--- src/rtl/serial_sub_pkg.sv ---
// ============================================================================
//  Module      : serial_sub_pkg
//  Description : Shared state encoding and sizing helpers for serial_subtractor.
//  Revision    : 1.0 - initial release
// ============================================================================
`default_nettype none

package serial_sub_pkg;

    localparam int DEFAULT_WIDTH = 4;

    typedef enum logic [1:0] {
        IDLE = 2'd0,
        RUN  = 2'd1,
        DONE = 2'd2
    } state_t;

    // Bit-index counter width; a 1-bit floor keeps tiny widths legal.
    function automatic int cnt_width(input int width);
        return (width > 1) ? $clog2(width) : 1;
    endfunction

endpackage : serial_sub_pkg

`default_nettype wire

--- src/rtl/serial_subtractor_if.sv ---
// ============================================================================
//  Module      : serial_subtractor_if
//  Description : Operand/result handshake bundle for serial_subtractor.
//                overflow exists only when SERIAL_SUB_OVF_EN is defined.
//  Revision    : 1.0 - initial release
// ============================================================================
`default_nettype none

interface serial_subtractor_if
    import serial_sub_pkg::*;
#(
    parameter int WIDTH = DEFAULT_WIDTH
);

    logic             in_valid;
    logic             in_ready;
    logic [WIDTH-1:0] a;
    logic [WIDTH-1:0] b;
    logic             out_valid;
    logic             out_ready;
    logic [WIDTH-1:0] diff;
    logic             borrow_out;
`ifdef SERIAL_SUB_OVF_EN
    logic             overflow;
`endif

    modport master (
        output in_valid,
        input  in_ready,
        output a,
        output b,
        input  out_valid,
        output out_ready,
        input  diff,
`ifdef SERIAL_SUB_OVF_EN
        input  overflow,
`endif
        input  borrow_out
    );

    modport slave (
        input  in_valid,
        output in_ready,
        input  a,
        input  b,
        output out_valid,
        input  out_ready,
        output diff,
`ifdef SERIAL_SUB_OVF_EN
        output overflow,
`endif
        output borrow_out
    );

endinterface : serial_subtractor_if

`default_nettype wire

--- src/rtl/full_subtractor.sv ---
// ============================================================================
//  Module      : full_subtractor
//  Description : One-bit combinational full subtractor (a - b - bin).
//  Revision    : 1.0 - initial release
// ============================================================================
`default_nettype none

module full_subtractor (
    input  logic a,
    input  logic b,
    input  logic bin,
    output logic d,
    output logic bout
);

    logic w_x;

    assign w_x  = a ^ b;
    assign d    = w_x ^ bin;
    assign bout = (~a & b) | (~w_x & bin);

endmodule : full_subtractor

`default_nettype wire

--- src/rtl/serial_subtractor.sv ---
// ============================================================================
//  Module      : serial_subtractor
//  Description : Bit-serial subtractor, LSB first, one bit per clock.
//                Define SERIAL_SUB_OVF_EN to add the signed overflow output.
//  Revision    : 1.0 - initial release
// ============================================================================
`default_nettype none

module serial_subtractor
    import serial_sub_pkg::*;
#(
    parameter int WIDTH = DEFAULT_WIDTH
) (
    input  logic                clk,
    input  logic                rst_n,
    serial_subtractor_if.slave  bus
);

    localparam int             CNT_W      = cnt_width(WIDTH);
    localparam logic [CNT_W-1:0] c_last_bit = CNT_W'(WIDTH - 1);

    state_t             r_state;
    state_t             w_state_nxt;
    logic [WIDTH-1:0]   r_a;
    logic [WIDTH-1:0]   r_b;
    logic [WIDTH-1:0]   r_diff;
    logic               r_borrow;
    logic [CNT_W-1:0]   r_cnt;

    logic               w_accept;
    logic               w_last;
    logic               w_d;
    logic               w_bout;

    assign w_accept = bus.in_valid && (r_state == IDLE);
    assign w_last   = (r_cnt == c_last_bit);

    full_subtractor u_full_subtractor (
        .a    (r_a[0]),
        .b    (r_b[0]),
        .bin  (r_borrow),
        .d    (w_d),
        .bout (w_bout)
    );

    always_ff @(posedge clk or negedge rst_n) begin
        if (!rst_n) begin
            r_state <= IDLE;
        end else begin
            r_state <= w_state_nxt;
        end
    end

    always_comb begin
        w_state_nxt = r_state;
        case (r_state)
            IDLE:    if (w_accept)      w_state_nxt = RUN;
            RUN:     if (w_last)        w_state_nxt = DONE;
            DONE:    if (bus.out_ready) w_state_nxt = IDLE;
            default:                    w_state_nxt = IDLE;
        endcase
    end

    // The borrow FF doubles as borrow_out: its last update is the final bout.
    always_ff @(posedge clk or negedge rst_n) begin
        if (!rst_n) begin
            r_a      <= '0;
            r_b      <= '0;
            r_diff   <= '0;
            r_borrow <= 1'b0;
            r_cnt    <= '0;
        end else if (w_accept) begin
            r_a      <= bus.a;
            r_b      <= bus.b;
            r_borrow <= 1'b0;
            r_cnt    <= '0;
        end else if (r_state == RUN) begin
            r_a      <= {1'b0, r_a[WIDTH-1:1]};
            r_b      <= {1'b0, r_b[WIDTH-1:1]};
            r_diff   <= {w_d, r_diff[WIDTH-1:1]};
            r_borrow <= w_bout;
            if (!w_last) begin
                r_cnt <= r_cnt + CNT_W'(1);
            end
        end
    end

`ifdef SERIAL_SUB_OVF_EN
    logic r_ovf;

    // On the last bit r_a[0]/r_b[0] are the sign bits and w_d is diff's sign.
    always_ff @(posedge clk or negedge rst_n) begin
        if (!rst_n) begin
            r_ovf <= 1'b0;
        end else if ((r_state == RUN) && w_last) begin
            r_ovf <= (r_a[0] != r_b[0]) && (w_d != r_a[0]);
        end
    end

    assign bus.overflow = r_ovf;
`endif

    assign bus.in_ready   = (r_state == IDLE);
    assign bus.out_valid  = (r_state == DONE);
    assign bus.diff       = r_diff;
    assign bus.borrow_out = r_borrow;

endmodule : serial_subtractor

`default_nettype wire

--- src/flat_wrapper.sv ---
// flat-port wrapper written by rule: the top's interface ports become plain ports
module serial_subtractor_flat import serial_sub_pkg::*;
#(
    parameter int WIDTH = DEFAULT_WIDTH
)
  (clk, rst_n, bus_in_valid, bus_in_ready, bus_a, bus_b, bus_out_valid, bus_out_ready, bus_diff, bus_borrow_out);
  serial_subtractor_if #(.WIDTH(WIDTH)) bus_i ();
  input  logic clk;
  input  logic rst_n;
  input wire logic [$bits(bus_i.in_valid)-1:0] bus_in_valid;
  output wire logic [$bits(bus_i.in_ready)-1:0] bus_in_ready;
  input wire logic [$bits(bus_i.a)-1:0] bus_a;
  input wire logic [$bits(bus_i.b)-1:0] bus_b;
  output wire logic [$bits(bus_i.out_valid)-1:0] bus_out_valid;
  input wire logic [$bits(bus_i.out_ready)-1:0] bus_out_ready;
  output wire logic [$bits(bus_i.diff)-1:0] bus_diff;
  output wire logic [$bits(bus_i.borrow_out)-1:0] bus_borrow_out;
  assign bus_i.in_valid = bus_in_valid;
  assign bus_in_ready = bus_i.in_ready;
  assign bus_i.a = bus_a;
  assign bus_i.b = bus_b;
  assign bus_out_valid = bus_i.out_valid;
  assign bus_i.out_ready = bus_out_ready;
  assign bus_diff = bus_i.diff;
  assign bus_borrow_out = bus_i.borrow_out;
  serial_subtractor #(.WIDTH(WIDTH)) u_core (.clk(clk), .rst_n(rst_n), .bus(bus_i));
endmodule
--- config.mk ---
export PLATFORM = sky130hd
export DESIGN_NAME = serial_subtractor_flat
export DESIGN_NICKNAME = d
export VERILOG_FILES = /design/src/rtl/serial_sub_pkg.sv /design/src/rtl/serial_subtractor_if.sv /design/src/rtl/full_subtractor.sv /design/src/rtl/serial_subtractor.sv /design/src/flat_wrapper.sv
export SDC_FILE = /design/constraint.sdc
export NUM_CORES = 1
export LEC_CHECK = 0
export BUFFER_PORTS_ARGS = -buffer_cell sky130_fd_sc_hd__buf_2
export CAP_MARGIN = 25
export CORE_MARGIN = 2
export CORE_UTILIZATION = 51
export DETAILED_ROUTE_END_ITERATION = 8
export PLACE_DENSITY_LB_ADDON = 0.15
export SYNTH_ARGS = -nofsm -noshare
export SYNTH_HDL_FRONTEND = slang
export SYNTH_HIERARCHICAL = 1
export SYNTH_SLANG_ARGS = --single-unit
export TNS_END_PERCENT = 1
--- constraint.sdc ---
create_clock -name clk -period 1.6 [get_ports clk]
set_input_delay 0.16 -clock clk [delete_from_list [all_inputs] [get_ports clk]]
set_output_delay 0.16 -clock clk [all_outputs]
set_load 0.1 [all_outputs]
Word level (Yosys, flattened, before mapping). Index checks and enable logic that the tools add are counted.

Latch bits: 0. Bits in read-only memories: 0. Register bits after elaboration: 17. Logic and storage cells: 41. Memories kept: 0. Bits in writable memories: 0. Output and inout port bits: 7.

$add $sub $neg: 1. Multiply operators: 0. Shift operators: 0. Bitwise gates (word level): 8. Magnitude comparators: 0. Div/mod/pow operators: 0. Reduce and logical (&&, ||, !) cells: 6. Eq/ne operators: 7. Muxes and demuxes: 13.

Operators with widths (count): $mux 4 (4); $mux 2 (6); $ne 2x1->1 const B (4); $pmux 2 s3 (1); $eq 2x2->1 const B (2); $reduce_and 2->1 (2); $not 1->1 (3); $reduce_and 3->1 (1); $add 2x1->2 const B (1); $and 1x1->1 (2); $eq 2x1->1 const B (1); $logic_not 2->1 (1); $mux 1 (2); $reduce_bool 2->1 (1); $xor 1x1->1 (2); $logic_and 1x1->1 (1); $or 1x1->1 (1).

Logic depth before layout (Yosys ltp).
Word-level depth: 6. Gate-level depth with buffers: 4. Depth with buffers taken out: 4.

By module. The synthesis kept the hierarchy.

Modules (own cells, without submodules): serial_subtractor (cells each 64, instances 1, area each 822.0 µm²); full_subtractor (cells each 4, instances 1, area each 31.3 µm²).

Worst setup path after synthesis. OpenSTA, ideal clock, no wires.

Path type: register to register. Start point: register u_core.r_state[1]. End point: register u_core.r_state[1]. Slack: -0.769 ns. Stages on the path, launching flop included: 4. Period minus slack after synthesis: 2.369 ns. Setup time: 0.070 ns. Arrival: 2.299 ns. Cells stage by stage: dfrtp_1 > buf_2 > nor2b_1 > a22o_1.

Elaborated cells between the ends (all ways): 9. Classes of those cells: 5 x eq/ne; 1 x mux; 3 x reduce/logical.

RTL lines: start, declared (line serial_subtractor.sv:22) `state_t r_state;`; start signal, assigned (line serial_subtractor.sv:50) `r_state <= w_state_nxt;`; $eq 2x2->1 *; net bus_out_valid (line flat_wrapper.sv:14) `output wire logic [$bits(bus_i.out_valid)-1:0] bus_out_valid;`; $ne 2x1->1 (no source line); $reduce_and 3->1 (no source line).

Mark *: on every way through the listed nets, which the timed path passes. The rest lies on a longest branch. A chain may end at the register's enable or synchronous reset.

Worst setup path in the final report.
Start point: register u_core.r_state[1]. End point: output bus_out_valid.

Cells in the longest elaborated chain, start to end: 1.

RTL lines: $eq 2x2->1 (line serial_subtractor.sv:104) `assign bus.out_valid = (r_state == DONE);`; end, declared (line flat_wrapper.sv:14).

Every way passes these cells.

==> key figures <==
Routing
  • Drt wl/cell: 15.5 um
  • Remaining DRCs: 0
  • Final ANT Viol Nets: 0
  • Vias per cell: 5.95
  • Detailed-route via count: approximately 610
  • WL final: 1.59 mm
  • First drt pass iteration count: 4
  • 1st-iter DRT viols: 15

Critical path
  • RR Startpoint: u_core/r_state[1]
  • Reg-to-Reg End: u_core/bus.diff[3]
  • Worst setup EP type: primary output
  • Crit Path Class: reg -> out
  • Crit path DAT: 1340 ps
  • R2R Setup Slk: 210 ps
  • Worst R2R Path Depth: 3
  • Critical Path Sink: bus_out_valid
  • CP Data Required Time: approximately 1400 ps
  • Setup crit start kind: flop
  • CP Launch Point: u_core/r_state[1]
  • CP Max Fanout: 11

STA
  • Fmax: 669 MHz
  • Minimum clock period after layout: 1500 ps
  • Final setup fails: 0
  • Endpoints failing hold: 0
  • Crit share post-route: 0.935
  • Relative max-transition margin: 0.680
  • Worst-Margin Slew: 483 ps
  • Worst-case clock skew: ~4.4 ps
  • Hold WS: 153 ps
  • Pins Over Slew Limit: 0
  • RSZ-0062 raised after global routing: false

CTS
  • Clk sinks: 17
  • H-tree levels: 1
  • Clk slew on worst S/H paths: approximately 100 ps
  • CTS tree: done
  • Maximum clock path buffer count: 2
  • Clock Root Buffer: clkbuf_4
  • Clock latency on the worst-skew pair: 290 ps
  • Num CTS Buffers: 3

Logic synthesis
  • Main flop type after synthesis: dfrtp_1
  • Synth area leader: dfrtp_1
  • Synth top area share: 0.499
  • Mean post-synth cell area: 12.5 um2
  • Largest cells by area after synthesis: dfrtp_1 (50%), o221a_2 (7.9%), or4b_1 (7.0%)
  • Post-synthesis sequential area ratio: 0.499
  • Cell Area, Synth: 853 um2
  • Distinct cells, synth: 25
  • FFs w/ async S/R, synth: 1.00
  • Number of enable flip-flop cells after synthesis: 0
  • Syn Nets: 82
  • Post-Syn Instances: 68
  • Yosys warning count: 6
  • Seq cells post-synth: 17

Floorplanning
  • Die area: 0.00202 mm2
  • Die Wd: 44.9 um
  • Core ar.: 0.00154 mm2
  • Rows: 14
  • Initial Utilization: 0.554
  • Io pins: 19
  • Die height: 44.9 um

Cells and area
  • Layout cells sized above 1: 0.402
  • Fillers: 129
  • Nets: 102
  • P&R area growth vs syn: 18.0%
  • Ant diodes: 0
  • Most common cell after layout, fill and taps aside: buf_2
  • Most frequent cells in the layout: buf_2 (16), dfrtp_1 (15), or4b_1 (6), o221a_2 (6), inv_1 (5)

Global routing
  • Overall routing resource usage: 0.193
  • Grt total ovfl: 0
  • Initial antenna violation count: 0
  • Largest net degree at the start of global routing: 22
  • Vias in the first global route: 550
  • First-pass GRT wire length: 2.64 mm

Place
  • Port Buf Inserts: 18
  • Detailed-placement wirelength estimate: 1.10 mm
  • GP Congestion: between 0.7 and 0.8

Outcome
  • Status: finished clean

Run
  • Maxcap violations: 0

Hold path
  • Worst min path class: in -> reg
[repair_timing]
item | in CTS | in global routing
setup endpoints to repair | 2 | 12
hold buffers | 1 | 0
hold endpoints to repair | 17 | 0
setup buffers | 0 | 0
resized for setup | 2 | 2
[synthesized netlist by cell type, drive strengths merged, types with 2 or more instances]
cell and number:
a211o 3, a22o 2, buf 5, dfrtp 17, inv 5, mux2 4
nand2b 3, nor2b 2, nor3b 2, nor4bb 2, o221a 6, or4b 6
[cell families (layout without fill, tap and decap cells)]
| family | after synthesis | after routing | share of synthesized area |
|---|---|---|---|
| AO/OA/AOI/OAI | 15 | 15 | 0.167 |
| adder cells (fa/ha/maj) | 2 | 2 | 0.0381 |
| buffers and inverters | 10 | 29 | 0.0587 |
| flip-flops | 17 | 17 | 0.499 |
| multiplexers | 4 | 4 | 0.0528 |
| AND/OR/NAND/NOR | 20 | 20 | 0.185 |
[worst max-delay path, stage by stage (launching register included)]
cell     delay, ps
dfrtp_2        480
buf_4          190
nor2b_4        190
buf_12         180
[layer usage]
metal / GRT usage / share of wire
met5: 0 / 0
met2: 0.281 / 0.52
met4: 0.124 / 0.010
met3: 0.0360 / 0.041
met1: 0.264 / 0.43
[sequential cells by signal, summed over array words and instances, names as in the netlist]
name	count
u_core/bus.diff	4
u_core/r_a	4
u_core/r_b	4
u_core/r_cnt	2
u_core/r_state	2
u_core/bus.borrow_out	1
[how the worst min path moves through the flow]
stage	startpoint	end	slack (ps)	cells past startpoint
5_1_grt	bus_out_ready	u_core/r_state[1]	160	3
6_report	bus_out_ready	u_core/r_state[1]	150	3
2_1_floorplan	rst_n	u_core/bus.borrow_out	-140	0
4_1_cts	bus_out_ready	u_core/r_state[1]	140	3
3_5_place_dp	rst_n	u_core/bus.diff[0]	100	1
3_3_place_gp	rst_n	u_core/bus.diff[0]	100	1
[metrics by stage]
| stage | util | instance area [um2] | setup TNS, ps | setup WS [ps] | instances |
|---|---|---|---|---|---|
| 3_5_place_dp | 0.623 | 960 | 0 | 57.6 | 98 |
| 6_report | 0.653 | 1010 | 0 | 104 | 103 |
| 4_1_cts | 0.649 | 1000 | 0 | 30.7 | 103 |
| 5_1_grt | 0.653 | 1010 | 0 | 28.7 | 103 |
| 2_1_floorplan | - | 858 | -571 | -288 | 68 |
| 3_3_place_gp | 0.623 | 960 | 0 | 81.7 | 98 |
[layout make-up]
type	instances	area (um2)	area share
timing repair buffer	20	125	0.124
clock inverter	1	5.00	0.00497
multi-input combinational	41	388	0.385
inverter	5	18.8	0.0186
tap	16	20.0	0.0199
sequential	17	428	0.425
clock buffer	3	22.5	0.0224
Power is left out: the tool's default activity adds up to more than one toggle a clock period on the data nets, which glitch-free logic cannot reach.
